### config.mk
export PLATFORM = sky130hd
export DESIGN_NAME = ctrl_exec_seq_flat
export DESIGN_NICKNAME = d
export VERILOG_FILES = /design/src/rtl/ctrl_exec_seq_pkg.sv /design/src/rtl/ctrl_exec_seq_if.sv /design/src/rtl/ctrl_exec_seq_rx_pack.sv /design/src/rtl/ctrl_exec_seq.sv /design/src/flat_wrapper.sv
export SDC_FILE = /design/constraint.sdc
export NUM_CORES = 1
export LEC_CHECK = 0
export CAP_MARGIN = 20
export CORE_MARGIN = 2
export CORE_UTILIZATION = 52
export CTS_CLUSTER_SIZE = 30
export DETAILED_ROUTE_END_ITERATION = 8
export PLACE_DENSITY = 0.85
export SYNTH_ARGS = -nofsm -noshare
export SYNTH_HDL_FRONTEND = slang
export SYNTH_SLANG_ARGS = --single-unit
### constraint.sdc
create_clock -name clk -period 2.8 [get_ports clk]
set_input_delay 0.56 -clock clk [delete_from_list [all_inputs] [get_ports clk]]
set_output_delay 0.56 -clock clk [all_outputs]
set_load 0.1 [all_outputs]
### src/rtl/ctrl_exec_seq_pkg.sv
// Shared types for the ultrasound controller command executor:
// FSM states, error bit positions and the 16-bit word/sequence types.
package ctrl_exec_pkg;

   typedef logic [15:0] word_t;
   typedef logic [15:0] seq_t;

   localparam int ERR_TIMEOUT = 0;
   localparam int ERR_LEN     = 1;

   typedef enum logic [2:0] {
      ST_IDLE,
      ST_RDADDR,
      ST_RDLEN,
      ST_HDR,
      ST_PAYLOAD,
      ST_WAIT_RSP,
      ST_RX_DATA,
      ST_DONE
   } state_t;

endpackage

### src/rtl/ctrl_exec_seq_if.sv
// UDP-side header and payload handshakes between the command executor
// (master) and udp_mac_complete (slave).
interface ctrl_exec_seq_if;
   import ctrl_exec_pkg::*;

   logic       tx_hdr_valid;
   logic       tx_hdr_ready;
   seq_t       tx_seq;
   logic [7:0] tx_payload_tdata;
   logic       tx_payload_tvalid;
   logic       tx_payload_tready;
   logic       tx_payload_tlast;

   logic       rx_hdr_valid;
   logic       rx_hdr_ready;
   seq_t       rx_seq;
   logic [7:0] rx_payload_tdata;
   logic       rx_payload_tvalid;
   logic       rx_payload_tready;
   logic       rx_payload_tlast;

   modport master (
      output tx_hdr_valid, tx_seq, tx_payload_tdata, tx_payload_tvalid, tx_payload_tlast,
      input  tx_hdr_ready, tx_payload_tready,
      input  rx_hdr_valid, rx_seq, rx_payload_tdata, rx_payload_tvalid, rx_payload_tlast,
      output rx_hdr_ready, rx_payload_tready
   );

   modport slave (
      input  tx_hdr_valid, tx_seq, tx_payload_tdata, tx_payload_tvalid, tx_payload_tlast,
      output tx_hdr_ready, tx_payload_tready,
      output rx_hdr_valid, rx_seq, rx_payload_tdata, rx_payload_tvalid, rx_payload_tlast,
      input  rx_hdr_ready, rx_payload_tready
   );

endinterface

### src/rtl/ctrl_exec_seq_rx_pack.sv
// Reply byte packer: big-endian byte pairs become words written at k+1,
// an odd trailing byte is zero-padded, and the word count lands at address 0.
module ctrl_exec_rx_pack
   import ctrl_exec_pkg::*;
#(
   parameter int RAM_AW = 10
) (
   input  logic              clk,
   input  logic              rst,
   input  logic              clear,
   input  logic              in_valid,
   input  logic [7:0]        in_data,
   input  logic              in_last,
   output logic              we,
   output logic [RAM_AW-1:0] addr,
   output word_t             wdata,
   output logic [RAM_AW-1:0] count,
   output logic              last_seen,
   output logic              fin
);

   localparam logic [RAM_AW-1:0] CNT_MAX = '1;

   logic       phase;
   logic [7:0] hi_byte;
   logic       len_pending;
   word_t      word_c;

   assign word_c = phase ? {hi_byte, in_data} : {in_data, 8'h00};

   // The count write is deferred one cycle so it never collides with the final data word.
   always_ff @(posedge clk) begin
      if (rst || clear) begin
         phase       <= 1'b0;
         hi_byte     <= '0;
         len_pending <= 1'b0;
         we          <= 1'b0;
         addr        <= '0;
         wdata       <= '0;
         count       <= '0;
         last_seen   <= 1'b0;
         fin         <= 1'b0;
      end else begin
         we  <= 1'b0;
         fin <= 1'b0;
         if (in_valid) begin
            phase <= !phase;
            if (!phase) begin
               hi_byte <= in_data;
            end
            if (phase || in_last) begin
               we    <= (count != CNT_MAX);
               addr  <= count + 1'b1;
               wdata <= word_c;
               if (count != CNT_MAX) begin
                  count <= count + 1'b1;
               end
            end
            if (in_last) begin
               last_seen   <= 1'b1;
               len_pending <= 1'b1;
            end
         end else if (len_pending) begin
            we          <= 1'b1;
            addr        <= '0;
            wdata       <= word_t'(count);
            fin         <= 1'b1;
            len_pending <= 1'b0;
         end
      end
   end

endmodule

### src/rtl/ctrl_exec_seq.sv
// Command executor: sends a length-prefixed command block as one UDP payload and
// stores the matching reply. Define CTRL_EXEC_RETRY_EN to retransmit on reply timeout.
module ctrl_exec_seq
   import ctrl_exec_pkg::*;
#(
   parameter int RAM_AW         = 10,
   parameter int TIMEOUT_CYCLES = 50000,
   parameter int MAX_RETRY      = 3
) (
   input  logic              clk,
   input  logic              rst,
   input  logic              start,
   output logic [RAM_AW-1:0] cmd_ram_addr,
   input  word_t             cmd_ram_rdata,
   output logic [RAM_AW-1:0] rsp_ram_addr,
   output word_t             rsp_ram_wdata,
   output logic              rsp_ram_we,
   ctrl_exec_seq_if.master   udp,
   output logic              busy,
   output logic              done,
   output logic [1:0]        err,
   output logic [RAM_AW-1:0] rsp_len
);

   localparam int          TMR_W   = $clog2(TIMEOUT_CYCLES + 1);
   localparam int unsigned LEN_MAX = (32'd1 << RAM_AW) - 32'd1;

   state_t            state_q, state_d;
   seq_t              seq_q;
   logic [RAM_AW-1:0] len_q;
   logic [RAM_AW-1:0] word_idx;
   word_t             cur_word;
   logic              byte_sel;
   logic [TMR_W-1:0]  tmr;
   logic              drain;
   logic              can_retry;

   logic tx_byte_fire, last_byte, hdr_fire, seq_match, timeout_now, len_bad;
   logic tx_hdr_valid_c, tx_tvalid_c, rx_hdr_ready_c, rx_tready_c;

   logic              pk_in_valid, pk_we, pk_last_seen, pk_fin;
   logic [RAM_AW-1:0] pk_addr, pk_count;
   word_t             pk_wdata;

   assign tx_byte_fire = (state_q == ST_PAYLOAD) && udp.tx_payload_tready;
   assign last_byte    = byte_sel && (word_idx == len_q);
   assign hdr_fire     = (state_q == ST_WAIT_RSP) && !drain && udp.rx_hdr_valid;
   assign seq_match    = (udp.rx_seq == seq_q);
   assign timeout_now  = (state_q == ST_WAIT_RSP) && (tmr == TMR_W'(TIMEOUT_CYCLES - 1))
                         && !(hdr_fire && seq_match);
   assign len_bad      = {16'h0000, cmd_ram_rdata} > LEN_MAX;

   always_ff @(posedge clk) begin
      if (rst) begin
         state_q <= ST_IDLE;
      end else begin
         state_q <= state_d;
      end
   end

   always_comb begin
      state_d        = state_q;
      tx_hdr_valid_c = 1'b0;
      tx_tvalid_c    = 1'b0;
      rx_hdr_ready_c = 1'b0;
      rx_tready_c    = 1'b0;
      busy           = 1'b1;
      done           = 1'b0;
      unique case (state_q)
         ST_IDLE: begin
            busy = 1'b0;
            if (start) state_d = ST_RDADDR;
         end
         ST_RDADDR: state_d = ST_RDLEN;
         ST_RDLEN:  state_d = len_bad ? ST_DONE : ST_HDR;
         ST_HDR: begin
            tx_hdr_valid_c = 1'b1;
            if (udp.tx_hdr_ready) state_d = ST_PAYLOAD;
         end
         ST_PAYLOAD: begin
            tx_tvalid_c = 1'b1;
            if (tx_byte_fire && last_byte) state_d = ST_WAIT_RSP;
         end
         ST_WAIT_RSP: begin
            rx_hdr_ready_c = !drain;
            rx_tready_c    = drain;
            if (hdr_fire && seq_match) state_d = ST_RX_DATA;
            else if (timeout_now)      state_d = can_retry ? ST_RDADDR : ST_DONE;
         end
         ST_RX_DATA: begin
            rx_tready_c = !pk_last_seen;
            if (pk_fin) state_d = ST_DONE;
         end
         ST_DONE: begin
            busy    = 1'b0;
            done    = 1'b1;
            state_d = ST_IDLE;
         end
         default: state_d = ST_IDLE;
      endcase
   end

   assign udp.tx_hdr_valid      = tx_hdr_valid_c;
   assign udp.tx_seq            = seq_q;
   assign udp.tx_payload_tvalid = tx_tvalid_c;
   assign udp.tx_payload_tdata  = tx_tvalid_c ? (byte_sel ? cur_word[7:0] : cur_word[15:8]) : 8'h00;
   assign udp.tx_payload_tlast  = tx_tvalid_c && last_byte;
   assign udp.rx_hdr_ready      = rx_hdr_ready_c;
   assign udp.rx_payload_tready = rx_tready_c;

   // The read address always points at the next word, so its data is ready before the low byte of the current one leaves.
   always_ff @(posedge clk) begin
      if (rst) begin
         seq_q        <= '0;
         err          <= '0;
         rsp_len      <= '0;
         cmd_ram_addr <= '0;
         len_q        <= '0;
         cur_word     <= '0;
         byte_sel     <= 1'b0;
         word_idx     <= '0;
         tmr          <= '0;
         drain        <= 1'b0;
      end else begin
         if (state_q == ST_IDLE && start) begin
            seq_q        <= seq_q + 1'b1;
            err          <= '0;
            rsp_len      <= '0;
            cmd_ram_addr <= '0;
         end
         if (state_q == ST_RDLEN) begin
            len_q        <= cmd_ram_rdata[RAM_AW-1:0];
            cur_word     <= cmd_ram_rdata;
            byte_sel     <= 1'b0;
            word_idx     <= '0;
            cmd_ram_addr <= RAM_AW'(1);
            if (len_bad) err[ERR_LEN] <= 1'b1;
         end
         if (tx_byte_fire) begin
            byte_sel <= !byte_sel;
            if (byte_sel) begin
               cur_word     <= cmd_ram_rdata;
               word_idx     <= word_idx + 1'b1;
               cmd_ram_addr <= cmd_ram_addr + 1'b1;
            end
         end
         if (timeout_now) begin
            if (can_retry) cmd_ram_addr <= '0;
            else           err[ERR_TIMEOUT] <= 1'b1;
         end
         tmr <= (state_q == ST_WAIT_RSP) ? tmr + 1'b1 : '0;
         if (state_q != ST_WAIT_RSP) begin
            drain <= 1'b0;
         end else if (drain) begin
            if (udp.rx_payload_tvalid && udp.rx_payload_tlast) drain <= 1'b0;
         end else if (hdr_fire && !seq_match) begin
            drain <= 1'b1;
         end
         if (pk_fin) rsp_len <= pk_count;
      end
   end

`ifdef CTRL_EXEC_RETRY_EN
   localparam int RC_W = (MAX_RETRY > 0) ? $clog2(MAX_RETRY + 1) : 1;
   logic [RC_W-1:0] retry_cnt;

   always_ff @(posedge clk) begin
      if (rst) begin
         retry_cnt <= '0;
      end else if (state_q == ST_IDLE && start) begin
         retry_cnt <= '0;
      end else if (timeout_now && can_retry) begin
         retry_cnt <= retry_cnt + 1'b1;
      end
   end

   assign can_retry = int'(retry_cnt) < MAX_RETRY;
`else
   // Retransmission is absent in this build; MAX_RETRY is never negative.
   assign can_retry = (MAX_RETRY < 0);
`endif

   assign pk_in_valid = (state_q == ST_RX_DATA) && udp.rx_payload_tvalid && !pk_last_seen;

   ctrl_exec_rx_pack #(.RAM_AW(RAM_AW)) u_rx_pack (
      .clk       (clk),
      .rst       (rst),
      .clear     (state_q != ST_RX_DATA),
      .in_valid  (pk_in_valid),
      .in_data   (udp.rx_payload_tdata),
      .in_last   (udp.rx_payload_tlast),
      .we        (pk_we),
      .addr      (pk_addr),
      .wdata     (pk_wdata),
      .count     (pk_count),
      .last_seen (pk_last_seen),
      .fin       (pk_fin)
   );

   assign rsp_ram_we    = pk_we;
   assign rsp_ram_addr  = pk_addr;
   assign rsp_ram_wdata = pk_wdata;

endmodule

### src/flat_wrapper.sv
// flat-port wrapper written by rule: the top's interface ports become plain ports
module ctrl_exec_seq_flat import ctrl_exec_pkg::*;
#(
   parameter int RAM_AW         = 10,
   parameter int TIMEOUT_CYCLES = 50000,
   parameter int MAX_RETRY      = 3
)
  (clk, rst, start, cmd_ram_addr, cmd_ram_rdata, rsp_ram_addr, rsp_ram_wdata, rsp_ram_we, busy, done, err, rsp_len, udp_tx_hdr_valid, udp_tx_seq, udp_tx_payload_tdata, udp_tx_payload_tvalid, udp_tx_payload_tlast, udp_tx_hdr_ready, udp_tx_payload_tready, udp_rx_hdr_valid, udp_rx_seq, udp_rx_payload_tdata, udp_rx_payload_tvalid, udp_rx_payload_tlast, udp_rx_hdr_ready, udp_rx_payload_tready);
  ctrl_exec_seq_if udp_i ();
  input  logic clk;
  input  logic rst;
  input  logic start;
  output logic [RAM_AW-1:0] cmd_ram_addr;
  input  word_t cmd_ram_rdata;
  output logic [RAM_AW-1:0] rsp_ram_addr;
  output word_t rsp_ram_wdata;
  output logic rsp_ram_we;
  output logic busy;
  output logic done;
  output logic [1:0] err;
  output logic [RAM_AW-1:0] rsp_len;
  output wire logic [$bits(udp_i.tx_hdr_valid)-1:0] udp_tx_hdr_valid;
  output wire logic [$bits(udp_i.tx_seq)-1:0] udp_tx_seq;
  output wire logic [$bits(udp_i.tx_payload_tdata)-1:0] udp_tx_payload_tdata;
  output wire logic [$bits(udp_i.tx_payload_tvalid)-1:0] udp_tx_payload_tvalid;
  output wire logic [$bits(udp_i.tx_payload_tlast)-1:0] udp_tx_payload_tlast;
  input wire logic [$bits(udp_i.tx_hdr_ready)-1:0] udp_tx_hdr_ready;
  input wire logic [$bits(udp_i.tx_payload_tready)-1:0] udp_tx_payload_tready;
  input wire logic [$bits(udp_i.rx_hdr_valid)-1:0] udp_rx_hdr_valid;
  input wire logic [$bits(udp_i.rx_seq)-1:0] udp_rx_seq;
  input wire logic [$bits(udp_i.rx_payload_tdata)-1:0] udp_rx_payload_tdata;
  input wire logic [$bits(udp_i.rx_payload_tvalid)-1:0] udp_rx_payload_tvalid;
  input wire logic [$bits(udp_i.rx_payload_tlast)-1:0] udp_rx_payload_tlast;
  output wire logic [$bits(udp_i.rx_hdr_ready)-1:0] udp_rx_hdr_ready;
  output wire logic [$bits(udp_i.rx_payload_tready)-1:0] udp_rx_payload_tready;
  assign udp_tx_hdr_valid = udp_i.tx_hdr_valid;
  assign udp_tx_seq = udp_i.tx_seq;
  assign udp_tx_payload_tdata = udp_i.tx_payload_tdata;
  assign udp_tx_payload_tvalid = udp_i.tx_payload_tvalid;
  assign udp_tx_payload_tlast = udp_i.tx_payload_tlast;
  assign udp_i.tx_hdr_ready = udp_tx_hdr_ready;
  assign udp_i.tx_payload_tready = udp_tx_payload_tready;
  assign udp_i.rx_hdr_valid = udp_rx_hdr_valid;
  assign udp_i.rx_seq = udp_rx_seq;
  assign udp_i.rx_payload_tdata = udp_rx_payload_tdata;
  assign udp_i.rx_payload_tvalid = udp_rx_payload_tvalid;
  assign udp_i.rx_payload_tlast = udp_rx_payload_tlast;
  assign udp_rx_hdr_ready = udp_i.rx_hdr_ready;
  assign udp_rx_payload_tready = udp_i.rx_payload_tready;
  ctrl_exec_seq #(.RAM_AW(RAM_AW), .TIMEOUT_CYCLES(TIMEOUT_CYCLES), .MAX_RETRY(MAX_RETRY)) u_core (.clk(clk), .rst(rst), .start(start), .cmd_ram_addr(cmd_ram_addr), .cmd_ram_rdata(cmd_ram_rdata), .rsp_ram_addr(rsp_ram_addr), .rsp_ram_wdata(rsp_ram_wdata), .rsp_ram_we(rsp_ram_we), .udp(udp_i), .busy(busy), .done(done), .err(err), .rsp_len(rsp_len));
endmodule
==> results of run 1 <==
## power breakdown
group	leakage, nW	internal, W	switching (W)
clock	0.291	0.00143	0.000829
combinational	1.76	0.000420	0.000854
sequential	1.16	0.00216	0.000117
## flip-flops by register name, indices dropped and copies added, names as in the netlist, 2 cells and up
signal / cells
u_core.cur_word: 16
u_core.tmr: 16
u_core.u_rx_pack.wdata: 16
u_core.udp.tx_seq: 16
u_core.cmd_ram_addr: 10
u_core.len_q: 10
u_core.rsp_len: 10
u_core.u_rx_pack.addr: 10
u_core.u_rx_pack.count: 10
u_core.word_idx: 10
u_core.u_rx_pack.hi_byte: 8
u_core.state_q: 3
u_core.err: 2
## final timing paths
path | slack (ns) | end | depth (start not counted) | start
worst max-delay path | 0.31 | udp_tx_payload_tdata[7] | 6 | u_core.state_q[0]
worst min-delay path | 0.45 | u_core.cur_word[10] | 2 | u_core.cur_word[10]
worst max register to register | 0.55 | u_core.u_rx_pack.wdata[3] | 7 | u_core.state_q[0]
worst min register to register | 0.45 | u_core.cur_word[10] | 2 | u_core.cur_word[10]
## area by class of cell
type / count / area share
inverters: 11 / 0.00485
well taps: 172 / 0.0253
multi-input cells: 602 / 0.404
clock inverters: 5 / 0.00882
flip-flops and latches: 144 / 0.339
repair buffers: 147 / 0.158
clock buffers: 27 / 0.0603
## synth_stat cells, types with 4 or more instances
cell and n:
a21oi_1 73, a22oi_1 10, a311oi_1 10, a31oi_1 4, and2_1 5, and3_1 8
and4_1 5, buf_1 4, buf_2 6, clkbuf_1 30, dfxtp_1 144, ha_1 9
inv_1 10, mux2_2 4, mux2i_1 18, nand2_1 129, nand2b_1 6, nand3_1 31
nand4_1 15, nor2_1 129, nor2b_1 4, nor3_1 15, nor4_1 5, o21ai_0 13
xnor2_1 25, xor2_1 49
## worst reg2reg max path, stage by stage (launching register included)
cell and delay [ns]:
dfxtp_1 0.34, inv_1 0.09, ha_1 0.41, and4b_1 0.29, o21ai_0 0.19, nand2_1 0.47, nor2_1 0.09, a311oi_1 0.27
## logic make-up (layout without fill, tap and decap cells)
logic type | count (synthesis) | after routing | share of synthesized area
adder cells (fa/ha/maj) | 9 | 9 | 0.0172
AO/OA/AOI/OAI | 124 | 124 | 0.112
buffers and inverters | 55 | 190 | 0.0357
XOR/XNOR | 74 | 74 | 0.0989
flip-flops | 144 | 144 | 0.440
multiplexers | 24 | 24 | 0.0384
AND/OR/NAND/NOR | 371 | 371 | 0.258
## through the flow
stage	instances	setup slack, ns	cell area (µm²)	hold WS [ns]
after CTS	1108	0.294	8510	0.452
after detailed placement	1076	0.149	7920	0.444
final	1108	0.310	8510	0.453
after global placement	1076	0.135	7920	0.439
after floorplan	801	0.0576	6560	0.430
after global routing	1108	0.173	8510	0.478
## routing by layer
metal / vias to the layer above / routed length (µm) / global-route usage
li1: 2962 / - / -
met1: 2791 / 7290 / 0.330
met2: 195 / 7730 / 0.400
met3: 26 / 1050 / 0.0680
met4: 0 / 260 / 0.0817
met5: - / 0 / 0
==> impl_metrics.ini, run 1 <==
[outcome]
outcome = complete, no violations

[timing]
finClkSkew_ns = 0.0117
max_slew_margin = 0.422
fin_tns_setup_ns = 0
setup_viol = 0
fmax_mhz = 402
fin_crit_sh = 0.889
drv_slew = 0
rsz0062_at_grt = false
finalHoldViolations = 0
period_minus_slack_ns = 2.49
worst_pin_slew_ns = 0.867

[grt]
antenna_found_initial = 0
grt_use_total = 0.250
grt_start_max_net_pins = 74
grt_pass1_wl_um = 26600
grt_pass1_vias = 5502
grt_overflow = 0

[synth]
synth_area_leaders = dfxtp_1 44%, nand2_1 7.4%, nor2_1 7.4%, xor2_1 6.5%, a21oi_1 5.6%
ys.flop_type = dfxtp_1
netlist_area_um2 = 6560
yosysTopAreaCell = dfxtp_1
ys_seq_area_frac = 0.440
avgSynthCellArea_um2 = 8.18
synth_warnings = 0
ys_types = 54
syn-instance-count = 801
syn-num-nets = 858
async_reset_ff_frac = 0
yosys_register_bits = 144
synth_edf_count = 0
synth_top_cell_area_share = 0.440

[critical_path]
crit_buf_inv = 3
critPathLaunchType = flip-flop
cp.arrival_ns = 1.93
worstPathRequired_ns = 2.24
path_cells = inv_1, ha_1, nand2_2, buf_4, nor2_1, buf_12
cp-end-kind = primary output
cp_top_family = buffers and inverters
path_class = reg -> out
worst_path_max_delay_cell = dfxtp_1
crit_fanout = 9
slowest_delay_ns = 0.34

[cts]
clk_pin_slew_worst_paths_ns = 0.06
clkLatencyLatePin_ns = 0.42
clockBufferDepth = 2
cts_max_level = 4
cts_hold_buf = 0
numCtsBuffers = 17
root_buffer = clkbuf_16
cts_sinks = 144
cts_setup_buffers = 0
cts_tree = yes
cts_resized = 0

[route]
vias = 5974
dr.pass1.iters = 5
routed_via_density = 5.39
drt_wl_total_um = 16300
drcViolationCount = 0
first_iter_violations = 422
ant_nets = 0
routedWlPerCell_um = 14.7

[final_layout]
area_delta_synth_final_pct = 29.8
antenna_cells = 0
nets = 980
finish.utilization = 0.683
final.fill_count = 1038
layout_commonest_cell = dfxtp_1
drive_gt1_frac = 0.159
final_cell_mix = 144 x dfxtp_1, 129 x nor2_1, 129 x nand2_1
multi_input_area_um2 = 3440
register_area_um2 = 2880

[die]
die_h_um = 116
io_pins = 128
rows = 41
die_w_um = 116
core_area_um2 = 12500
die-area_um2 = 13500
initial_utilization = 0.526

[min_path]
min_path_type = reg -> reg

[placement]
gp_congestion = 0.823
port-buffer-count = 127
place_hpwl_um = 11200

[power_and_ir_drop]
power.density_nw_per_um2 = 683
ir_worst_vdd_mv = 0.328
fin_total_pwr_w = 0.00581
p_leak_nw = 3.21

[job]
max-cap-violations = 0
Power figures use the tool's default switching activity.
==> run 2: changes to the inputs <==
==> constraint.sdc (replaced) <==
create_clock -name clk -period 2.54 [get_ports clk]
set_input_delay 0.508 -clock clk [delete_from_list [all_inputs] [get_ports clk]]
set_output_delay 0.508 -clock clk [all_outputs]
set_load 0.1 [all_outputs]
==> impl_metrics.ini, run 2 (synthesized netlist as in run 1, its figures left out) <==
[cts]
clockBufferDepth = 2
cts_sinks = 144
cts_hold_buf = 0
clkLatencyLatePin_ns = 0.42
cts_max_level = 4
numCtsBuffers = 17
cts_resized = 0
cts_setup_buffers = 0
cts_tree = yes
root_buffer = clkbuf_16
clk_pin_slew_worst_paths_ns = 0.06

[power_and_ir_drop]
p_leak_nw = 3.23
fin_total_pwr_w = 0.00632
ir_worst_vdd_mv = 0.441
power.density_nw_per_um2 = 735

[timing]
setup_viol = 0
worst_pin_slew_ns = 0.550
max_slew_margin = 0.632
fin_ws_ns = 0.140
period_minus_slack_ns = 2.40
fin_crit_sh = 0.945
fin_worst_hold_slack_ns = 0.451
fin_tns_setup_ns = 0
fmax_mhz = 417
finClkSkew_ns = 0.00841
rsz0062_at_grt = false
drv_slew = 0
finalHoldViolations = 0

[route]
vias = 6012
dr.pass1.iters = 4
routedWlPerCell_um = 14.6
ant_nets = 0
first_iter_violations = 455
routed_via_density = 5.41
drt_wl_total_um = 16300
drcViolationCount = 0

[critical_path]
cp.arrival_ns = 1.89
critPathLaunchType = flip-flop
crit_fanout = 9
cp-end-kind = primary output
worstPathRequired_ns = 2.03
path_class = reg -> out

[final_layout]
nets = 986
final_area_um2 = 8600
final_cell_mix = 143 x dfxtp_1, 129 x nand2_1, 121 x nor2_1
layout_commonest_cell = dfxtp_1
area_delta_synth_final_pct = 31.2
drive_gt1_frac = 0.180
antenna_cells = 0

[die]
core_area_um2 = 12500
die_h_um = 116
io_pins = 128
rows = 41
die-area_um2 = 13500
die_w_um = 116
initial_utilization = 0.526

[placement]
dpl_cell_area_um2 = 8040
post-place-ws_ns = -0.0659
port-buffer-count = 127
gp_congestion = 0.849
place_hpwl_um = 11300

[grt]
grt_start_max_net_pins = 74
globalRouteMet3Util = 0.0706
use_met1 = 0.319
grt_pass1_vias = 5506
met2_usage = 0.374
grt_pass1_wl_um = 26200
gr-max-usage-layer = met2
grt_overflow = 0
grt_use_total = 0.244
antenna_found_initial = 0

[outcome]
outcome = complete, no violations

[job]
max-cap-violations = 0

[min_path]
min_path_type = reg -> reg
[run 2: cell types whose count changed in the layout (fill, tap and decap cells not counted), moves of 2 or more]
cell,delta
nor2_1,-8
nor2_2,+8
clkbuf_1,-5
buf_12,+4
clkinvlp_4,+3
buf_4,+2
clkbuf_8,-2
clkinv_2,+2
[run 2: final cells by class]
class	count	area, µm²
Tap cell	172	215
Clock buffer	20	467
Clock inverter	10	86.3
Timing Repair Buffer	153	1440
Sequential cell	144	2880
Inverter	11	41.3
Fill cell	1011	3870
Multi-Input combinational cell	602	3470
[run 2: critical path: stages, from the launching register on]
cell     delay, ns
dfxtp_1       0.35
inv_1         0.09
ha_1          0.32
nand2_2       0.10
buf_4         0.22
nor2_2        0.19
buf_12        0.19
[run 2: final timing paths]
kind,from,endpoint,slack [ns],cells after the start
worst min register to register,u_core.cur_word[12],u_core.cur_word[12],0.45,2
worst min-delay path,u_core.cur_word[12],u_core.cur_word[12],0.45,2
worst max-delay path,u_core.state_q[0],udp_tx_payload_tdata[4],0.14,6
worst max register to register,u_core.state_q[0],u_core.word_idx[5],0.41,9
[run 2: per-stage QoR]
stage,instances,util
floorplan,801,-
global placement,1082,0.645
detailed placement,1082,0.645
CTS,1112,0.690
global route,1112,0.690
finish,1112,0.690
[run 2: layer usage]
layer | up-vias | routed length, µm | share of wire
met5 | - | 0 | 0
met4 | 0 | 408 | 0.025
met3 | 39 | 1140 | 0.070
met2 | 206 | 7430 | 0.46
met1 | 2803 | 7280 | 0.45
li1 | 2964 | - | -
[run 2: power by group]
group / internal [W] / switching (W) / total (W) / leakage [nW]
Clock: 0.00140 / 0.000929 / 0.00233 / 0.270
Sequential: 0.00238 / 0.000129 / 0.00251 / 1.16
Combinational: 0.000523 / 0.000948 / 0.00147 / 1.80
Total: 0.00431 / 0.00201 / 0.00632 / 3.23
==> run 3: changes to the inputs <==
--- a/config.mk
+++ b/config.mk
@@ -11,6 +11,7 @@
 export CTS_CLUSTER_SIZE = 30
 export DETAILED_ROUTE_END_ITERATION = 8
 export PLACE_DENSITY = 0.85
+export SKIP_LAST_GASP = 1
 export SYNTH_ARGS = -nofsm -noshare
 export SYNTH_HDL_FRONTEND = slang
 export SYNTH_SLANG_ARGS = --single-unit
==> results of run 3 <==
No change in the layout: final DEF, timing and power equal those of run 2.
